==> src/rtl/dual_frame_tx_pkg.sv <==
// Shared definitions for the redundant dual-channel serial bus: frame geometry,
// CRC constants, FSM state encoding and the single-bit CRC-16 update step.
package dual_frame_tx_pkg;

    localparam int          DEF_DATA_W   = 48;
    localparam int          DEF_CRC_W    = 16;
    localparam logic [15:0] DEF_CRC_POLY = 16'h1021;
    localparam logic [15:0] DEF_CRC_INIT = 16'hFFFF;
    localparam int          DEF_GAP_CYC  = 4;

    // start + payload + crc + stop
    localparam int FRAME_BITS = 1 + DEF_DATA_W + DEF_CRC_W + 1;

    // Down-counter width; large enough for the longest phase (payload).
    localparam int CNT_W = 6;

    typedef enum logic [2:0] {
        ST_IDLE  = 3'd0,
        ST_START = 3'd1,
        ST_DATA  = 3'd2,
        ST_CRC   = 3'd3,
        ST_STOP  = 3'd4,
        ST_GAP   = 3'd5
    } state_t;

    // One serial CRC step, MSB-first, non-reflected.
    function automatic logic [DEF_CRC_W-1:0] crc16_step(
        input logic [DEF_CRC_W-1:0] crc,
        input logic                 bit_in,
        input logic [DEF_CRC_W-1:0] poly
    );
        logic fb;
        fb = crc[DEF_CRC_W-1] ^ bit_in;
        crc16_step = {crc[DEF_CRC_W-2:0], 1'b0} ^ (fb ? poly : {DEF_CRC_W{1'b0}});
    endfunction

endpackage

==> src/rtl/dual_frame_tx_crc16.sv <==
// Serial CRC-16 accumulator: one data bit per enabled cycle, reseeded on init.
// Shared between the transmitter and the per-channel receive checkers.
module crc16_serial
    import dual_frame_tx_pkg::*;
#(
    parameter logic [15:0] POLY = DEF_CRC_POLY,
    parameter logic [15:0] INIT = DEF_CRC_INIT
) (
    input  logic        clk,
    input  logic        rst,
    input  logic        init,
    input  logic        en,
    input  logic        bit_in,
    output logic [15:0] crc_out
);

    logic [15:0] crc_q;
    logic [15:0] crc_d;

    // Next CRC value: seed has priority over a data step.
    always_comb begin
        crc_d = crc_q;
        if (init) begin
            crc_d = INIT;
        end else if (en) begin
            crc_d = crc16_step(crc_q, bit_in, POLY);
        end else begin
            crc_d = crc_q;
        end
    end

    // CRC state register.
    always_ff @(posedge clk or posedge rst) begin
        if (rst) begin
            crc_q <= 16'h0000;
        end else begin
            crc_q <= crc_d;
        end
    end

    assign crc_out = crc_q;

endmodule

==> src/rtl/dual_frame_tx.sv <==
// Transmitter for the redundant dual-channel bus. Latches one payload word per
// valid/ready handshake and sends start, payload (MSB first), CRC-16 (MSB first)
// and stop on two lines. Channel 2 may carry a single injected payload-bit error.
// Every output is a flop loaded from the next-state decode, so outputs change on
// the same edge as the state they describe.
module dual_frame_tx
    import dual_frame_tx_pkg::*;
#(
    parameter int          DATA_W   = DEF_DATA_W,
    parameter int          CRC_W    = DEF_CRC_W,
    parameter logic [15:0] CRC_POLY = DEF_CRC_POLY,
    parameter logic [15:0] CRC_INIT = DEF_CRC_INIT,
    parameter int          GAP_CYC  = DEF_GAP_CYC
) (
    input  logic              clk,
    input  logic              rst,
    input  logic [DATA_W-1:0] data_in,
    input  logic              data_valid,
    input  logic              inj_err,
    output logic              data_ready,
    output logic              tx_line1,
    output logic              tx_line2,
    output logic              tx_busy,
    output logic              tx_done
);

    localparam logic [CNT_W-1:0] CNT_ZERO  = {CNT_W{1'b0}};
    localparam logic [CNT_W-1:0] CNT_ONE   = {{(CNT_W-1){1'b0}}, 1'b1};
    localparam logic [CNT_W-1:0] DATA_LOAD = CNT_W'(DATA_W - 1);
    localparam logic [CNT_W-1:0] CRC_LOAD  = CNT_W'(CRC_W - 1);
    localparam logic [CNT_W-1:0] GAP_LOAD  = CNT_W'(GAP_CYC - 1);

    // FSM and bit counter
    state_t           state_q;
    state_t           state_d;
    logic [CNT_W-1:0] cnt_q;
    logic [CNT_W-1:0] cnt_d;

    // Datapath
    logic [DATA_W-1:0] shreg_q;
    logic [DATA_W-1:0] shreg_d;
    logic [CRC_W-1:0]  crc_sh_q;
    logic [CRC_W-1:0]  crc_sh_d;
    logic              inj_q;
    logic              inj_d;

    // Registered outputs
    logic line1_q;
    logic line1_d;
    logic line2_q;
    logic line2_d;
    logic busy_q;
    logic busy_d;
    logic done_q;
    logic done_d;
    logic ready_q;
    logic ready_d;

    // CRC engine hookup
    logic              crc_init_s;
    logic              crc_en_s;
    logic              crc_bit_s;
    logic [CRC_W-1:0]  crc_val_s;
    logic              accept_s;
    logic              cnt_last_s;
    logic              line_s;
    logic              inj_flip_s;

    crc16_serial #(
        .POLY (CRC_POLY),
        .INIT (CRC_INIT)
    ) u_crc (
        .clk     (clk),
        .rst     (rst),
        .init    (crc_init_s),
        .en      (crc_en_s),
        .bit_in  (crc_bit_s),
        .crc_out (crc_val_s)
    );

    // A word is taken only while idle and advertising ready.
    assign accept_s   = data_valid && ready_q && (state_q == ST_IDLE);
    assign cnt_last_s = (cnt_q == CNT_ZERO);

    // State register and phase bit counter.
    always_ff @(posedge clk or posedge rst) begin
        if (rst) begin
            state_q <= ST_IDLE;
            cnt_q   <= CNT_ZERO;
        end else begin
            state_q <= state_d;
            cnt_q   <= cnt_d;
        end
    end

    // Next-state and counter: each phase loads its length-1 and ends at zero.
    always_comb begin
        state_d = state_q;
        cnt_d   = cnt_q;
        case (state_q)
            ST_IDLE: begin
                if (accept_s) begin
                    state_d = ST_START;
                    cnt_d   = CNT_ZERO;
                end else begin
                    state_d = ST_IDLE;
                    cnt_d   = CNT_ZERO;
                end
            end
            ST_START: begin
                if (cnt_last_s) begin
                    state_d = ST_DATA;
                    cnt_d   = DATA_LOAD;
                end else begin
                    cnt_d = cnt_q - CNT_ONE;
                end
            end
            ST_DATA: begin
                if (cnt_last_s) begin
                    state_d = ST_CRC;
                    cnt_d   = CRC_LOAD;
                end else begin
                    cnt_d = cnt_q - CNT_ONE;
                end
            end
            ST_CRC: begin
                if (cnt_last_s) begin
                    state_d = ST_STOP;
                    cnt_d   = CNT_ZERO;
                end else begin
                    cnt_d = cnt_q - CNT_ONE;
                end
            end
            ST_STOP: begin
                if (cnt_last_s) begin
                    state_d = ST_GAP;
                    cnt_d   = GAP_LOAD;
                end else begin
                    cnt_d = cnt_q - CNT_ONE;
                end
            end
            ST_GAP: begin
                if (cnt_last_s) begin
                    state_d = ST_IDLE;
                    cnt_d   = CNT_ZERO;
                end else begin
                    cnt_d = cnt_q - CNT_ONE;
                end
            end
            default: begin
                state_d = ST_IDLE;
                cnt_d   = CNT_ZERO;
            end
        endcase
    end

    // Output and datapath decode: selects the bit that goes on the lines in the
    // upcoming cycle and advances the shift registers / CRC to match.
    always_comb begin
        shreg_d    = shreg_q;
        crc_sh_d   = crc_sh_q;
        inj_d      = inj_q;
        line_s     = 1'b1;
        crc_init_s = 1'b0;
        crc_en_s   = 1'b0;
        crc_bit_s  = shreg_q[DATA_W-1];
        case (state_d)
            ST_START: begin
                line_s = 1'b0;
                if (state_q == ST_IDLE) begin
                    shreg_d    = data_in;
                    inj_d      = inj_err;
                    crc_init_s = 1'b1;
                end else begin
                    shreg_d = shreg_q;
                end
            end
            ST_DATA: begin
                // The bit going on the line is folded into the CRC at the same edge.
                line_s   = shreg_q[DATA_W-1];
                shreg_d  = {shreg_q[DATA_W-2:0], 1'b0};
                crc_en_s = 1'b1;
            end
            ST_CRC: begin
                if (state_q == ST_DATA) begin
                    // CRC has absorbed the final payload bit by now.
                    line_s   = crc_val_s[CRC_W-1];
                    crc_sh_d = {crc_val_s[CRC_W-2:0], 1'b0};
                end else begin
                    line_s   = crc_sh_q[CRC_W-1];
                    crc_sh_d = {crc_sh_q[CRC_W-2:0], 1'b0};
                end
            end
            default: begin
                line_s = 1'b1;
            end
        endcase

        // Channel 2 corruption is confined to the last payload bit.
        inj_flip_s = inj_q && (state_d == ST_DATA) && (cnt_d == CNT_ZERO);

        line1_d = line_s;
        line2_d = line_s ^ inj_flip_s;
        busy_d  = (state_d == ST_START) || (state_d == ST_DATA) ||
                  (state_d == ST_CRC)   || (state_d == ST_STOP);
        done_d  = (state_d == ST_STOP);
        ready_d = (state_d == ST_IDLE);
    end

    // Datapath and output registers; lines idle high out of reset.
    always_ff @(posedge clk or posedge rst) begin
        if (rst) begin
            shreg_q  <= {DATA_W{1'b0}};
            crc_sh_q <= {CRC_W{1'b0}};
            inj_q    <= 1'b0;
            line1_q  <= 1'b1;
            line2_q  <= 1'b1;
            busy_q   <= 1'b0;
            done_q   <= 1'b0;
            ready_q  <= 1'b0;
        end else begin
            shreg_q  <= shreg_d;
            crc_sh_q <= crc_sh_d;
            inj_q    <= inj_d;
            line1_q  <= line1_d;
            line2_q  <= line2_d;
            busy_q   <= busy_d;
            done_q   <= done_d;
            ready_q  <= ready_d;
        end
    end

    assign tx_line1   = line1_q;
    assign tx_line2   = line2_q;
    assign tx_busy    = busy_q;
    assign tx_done    = done_q;
    assign data_ready = ready_q;

endmodule

==> config.mk <==
export PLATFORM = sky130hd
export DESIGN_NAME = dual_frame_tx
export DESIGN_NICKNAME = d
export VERILOG_FILES = /design/src/rtl/dual_frame_tx_pkg.sv /design/src/rtl/dual_frame_tx_crc16.sv /design/src/rtl/dual_frame_tx.sv
export SDC_FILE = /design/constraint.sdc
export NUM_CORES = 1
export LEC_CHECK = 0
export CELL_PAD_IN_SITES_DETAIL_PLACEMENT = 0
export CELL_PAD_IN_SITES_GLOBAL_PLACEMENT = 2
export CORE_AREA = 2 2 117 119
export DETAILED_ROUTE_END_ITERATION = 12
export DIE_AREA = 0 0 119 121
export PLACE_DENSITY = 0.79
export SYNTH_ARGS = -nofsm -noshare
export SYNTH_HDL_FRONTEND = slang
export SYNTH_SLANG_ARGS = --single-unit
==> constraint.sdc <==
create_clock -name clk -period 4.4 [get_ports clk]
set_input_delay 0.88 -clock clk [delete_from_list [all_inputs] [get_ports clk]]
set_output_delay 0.88 -clock clk [all_outputs]
set_load 0.05 [all_outputs]
==> summary.txt <==
Synth
  • Most frequent cell after synthesis: nand2_1
  • FFs w/ async S/R, synth: 1.00
  • Syn avg cell area: 8.89 um2
  • Syn Inst Count: around 490
  • Main flop type after synthesis: dfrtp_1
  • Post-synth cell types: 39
  • Sequential area share after synthesis: 0.539
  • Yosys warns: 0
  • Post-synth EDFFs: 0
  • Top post-synthesis cells by area: dfrtp_1, nand2_1, a31oi_1, nor2_1, mux2i_1
  • Register bit total from synthesis: 94
  • Synth area leader: dfrtp_1
  • Syn Std Cell Area: 4370 um2
  • Syn Nets: 546
  • Share of the synthesized area in the top cell type: 0.527
  • Most frequent cells after synthesis: nand2_1, dfrtp_1, nor2_1

Critical path
  • Worst stage delay on the critical path: 650 ps
  • Worst path arrival time: 3060 ps
  • Worst path slowest cell: o21bai_4
  • Critical-path maximum fanout: 80
  • Worst Path Required: 4660 ps
  • Register-to-register setup slack: roughly 1600 ps
  • Worst Reg-to-Reg Cells: 8
  • Critical Path Source Type: register
  • Crit end category: register
  • Critical path type: register to register
  • Reg2reg start: cnt_q[0]
  • R2R Path End: shreg_q[31]
  • CP cell instances: inv_1 -> ha_1 -> nand3b_1 -> and3_4 -> o21bai_4 -> buf_12 -> nor2_1 -> a31oi_1

Global route
  • Gr busiest metal: met2
  • Number of global-route vias before repair: 3262
  • M2 GR Usage: 0.211
  • Grt total ovfl: 0
  • GRT Overall Usage: 0.142
  • Largest net degree at the start of global routing: 81
  • Initial antenna violation count: 0
  • Met3 Track Usage GR: 0.0348
  • First-pass GRT wire length: 16.4 mm
  • Met1 Use GR: 0.201

Timing
  • Setup violators final: 0
  • RSZ-0062 raised after global routing: false
  • Highest clock rate: 0.357 GHz
  • PnR worst setup slack: roughly 1600 ps
  • Layout Skew: 4.41 ps
  • Slew Viols, Final: 0
  • Relative slew slack: 0.360
  • Least-Margin Pin Slew: 960 ps
  • Final min period: 2800 ps
  • Setup TNS: 0 ps
  • Period utilization: 0.637
  • Endpoints failing hold: 0

Place
  • Routability congestion estimate: 0.833
  • DP HPWL: 6.11 mm
  • Dpl cells: 694
  • Worst slack at placement: between 1500 and 2000 ps
  • PortBufs: 56
  • Placed cell areas: around 5000 um2

Layout
  • Storage element area: 2350 um2
  • Non-filler cells, final: 710
  • Final antenna diode count: 0
  • Share of cells above drive strength 1: 0.0581
  • Fill count: 1296
  • Final #Nets: 583
  • Final instance area: 5310 um2
  • Area Growth Syn to Fin: 21.5%
  • Area of the multi-input gates: 1830 um2
  • Final core utilization: 0.406

Power
  • P_int: 2.21 mW
  • Sw Pwr: 1.33 mW
  • Sequential Power Share: 0.427
  • Peak VDD IR: 0.000250 V
  • Clock power share: 0.210
  • Pwr Density: 666 nW/um2
  • Switching share of total power: 0.375
  • Pleak: 2.30 nW
  • Combinational Power Share: 0.364

Clock tree
  • Resized Gates After CTS: 0
  • CTS tree: built
  • Clock Latency Late Sink: 340 ps
  • Clock tree buffer depth: 2
  • CTS Buf Count: 9
  • H-Tree Depth: 3
  • Root Driver: clkbuf_16
  • Sink Count: 94
  • # Post-CTS Setup Buffers: 0
  • Hold buffer count at CTS: 0
  • Reg clk slew, reported paths: about 60 ps

Floorplanning
  • Die span in y: about 120 um
  • Die Width: 119 um
  • Num rows: 42
  • Core Box Area: 13100 um2
  • # IOs: 57
  • Initial core utilization: 0.334
  • Die area: ~14000 um2

Route
  • Routed WL per cell: about 13 um
  • # DRC: 0
  • DR vias/cell: 4.84
  • Via Count: 3435
  • DR iter-0 viols: 293
  • Detailed Routing Iterations Pass 1: 4
  • Antenna Violating Nets Remaining: 0
  • Final wirelength: 9.55 mm

Worst hold path
  • Worst hold path cell count: 2
  • Hold path startpoint: crc_sh_q[9]
  • Min-delay worst type: register to register
  • Hold EP: crc_sh_q[9]

Flow run
  • Number of max-cap violations: 0

Outcome
  • Status: finished clean
-- metal layers --
layer | wire (um) | vias to the layer above
met3 | 391 | 10
met5 | 0 | -
met4 | 164 | 0
met1 | 4700 | 1627
li1 | - | 1732
met2 | 4300 | 66
-- worst max-delay path, delay by kind of cell (launching register included) --
| family | cells | cell delay, ps |
|---|---|---|
| buf+inv | 2 | 460 |
| compound gates | 2 | 810 |
| flops | 1 | 430 |
| simple gates | 3 | 770 |
| fa+ha+maj | 1 | 210 |
-- state kept, by name, summed over array words and instances (netlist names), 3 cells and up --
| signal | count |
|---|---|
| shreg_q | 48 |
| u_crc.crc_out | 16 |
| state_q | 3 |
| cnt_q | 6 |
| crc_sh_q | 15 |
-- power groups by stage --
| stage | Clock, mW | Combinational (mW) | Sequential (mW) |
|---|---|---|---|
| final | 0.741 | 1.29 | 1.51 |
| after global routing | 0.802 | 1.47 | 1.57 |
| after CTS | 0.764 | 1.31 | 1.52 |
| after detailed placement | 0 | 1.30 | 1.53 |
| after global placement | 0 | 1.28 | 1.53 |
| after floorplan | 0 | 1.05 | 1.49 |
-- per-stage QoR --
step	total power [mW]	hold WS (ps)
final	3.54	479
after global routing	3.84	506
after CTS	3.59	484
after detailed placement	2.82	469
after global placement	2.80	461
after floorplan	2.54	449
-- how the worst max path moves through the flow --
| stage | end | cells past startpoint | slack [ps] | from |
|---|---|---|---|---|
| floorplan | cnt_q[0] | 1 | 1070 | rst |
| global placement | shreg_q[22] | 7 | 1650 | cnt_q[3] |
| detailed placement | shreg_q[39] | 8 | 1590 | cnt_q[0] |
| CTS | shreg_q[39] | 8 | 1570 | cnt_q[0] |
| global route | shreg_q[16] | 8 | 1340 | cnt_q[0] |
| finish | shreg_q[31] | 8 | 1600 | cnt_q[0] |
-- cell usage in the layout (no fill, tap or decap), types with 4 or more instances in the layout --
cell | netlist | routed
a31oi_1 | 48 | 48
a211oi_1 | 5 | 5
nor2_1 | 55 | 55
dfrtp_1 | 92 | 92
clkdlybuf4s50_1 | 0 | 56
nand3_1 | 17 | 16
xnor2_1 | 4 | 4
inv_1 | 7 | 6
a21oi_1 | 7 | 7
mux2i_1 | 15 | 15
nor3_1 | 4 | 4
nand2_1 | 153 | 153
o21ai_0 | 18 | 18
clkbuf_16 | 0 | 9
-- layout make-up --
cell class                 instances  share of cell area
inverter                           7             0.00518
timing repair buffer              60               0.114
multi-input combinational        357               0.344
clock buffer                      13              0.0490
clock inverter                     3             0.00353
sequential                        94               0.443
tap                              176              0.0415
-- kinds of logic after synthesis --
logic type                 count (synthesis)  synth area share
xor gates and xnor gates                   7            0.0140
DFF                                       94             0.539
adders and majority gates                  2           0.00572
buffers and inverters                     41            0.0452
AOI/OAI and AO/OA                         93             0.138
and+or+nand+nor                          240             0.224
muxes                                     15            0.0343
(Power assumes the default switching activity.)
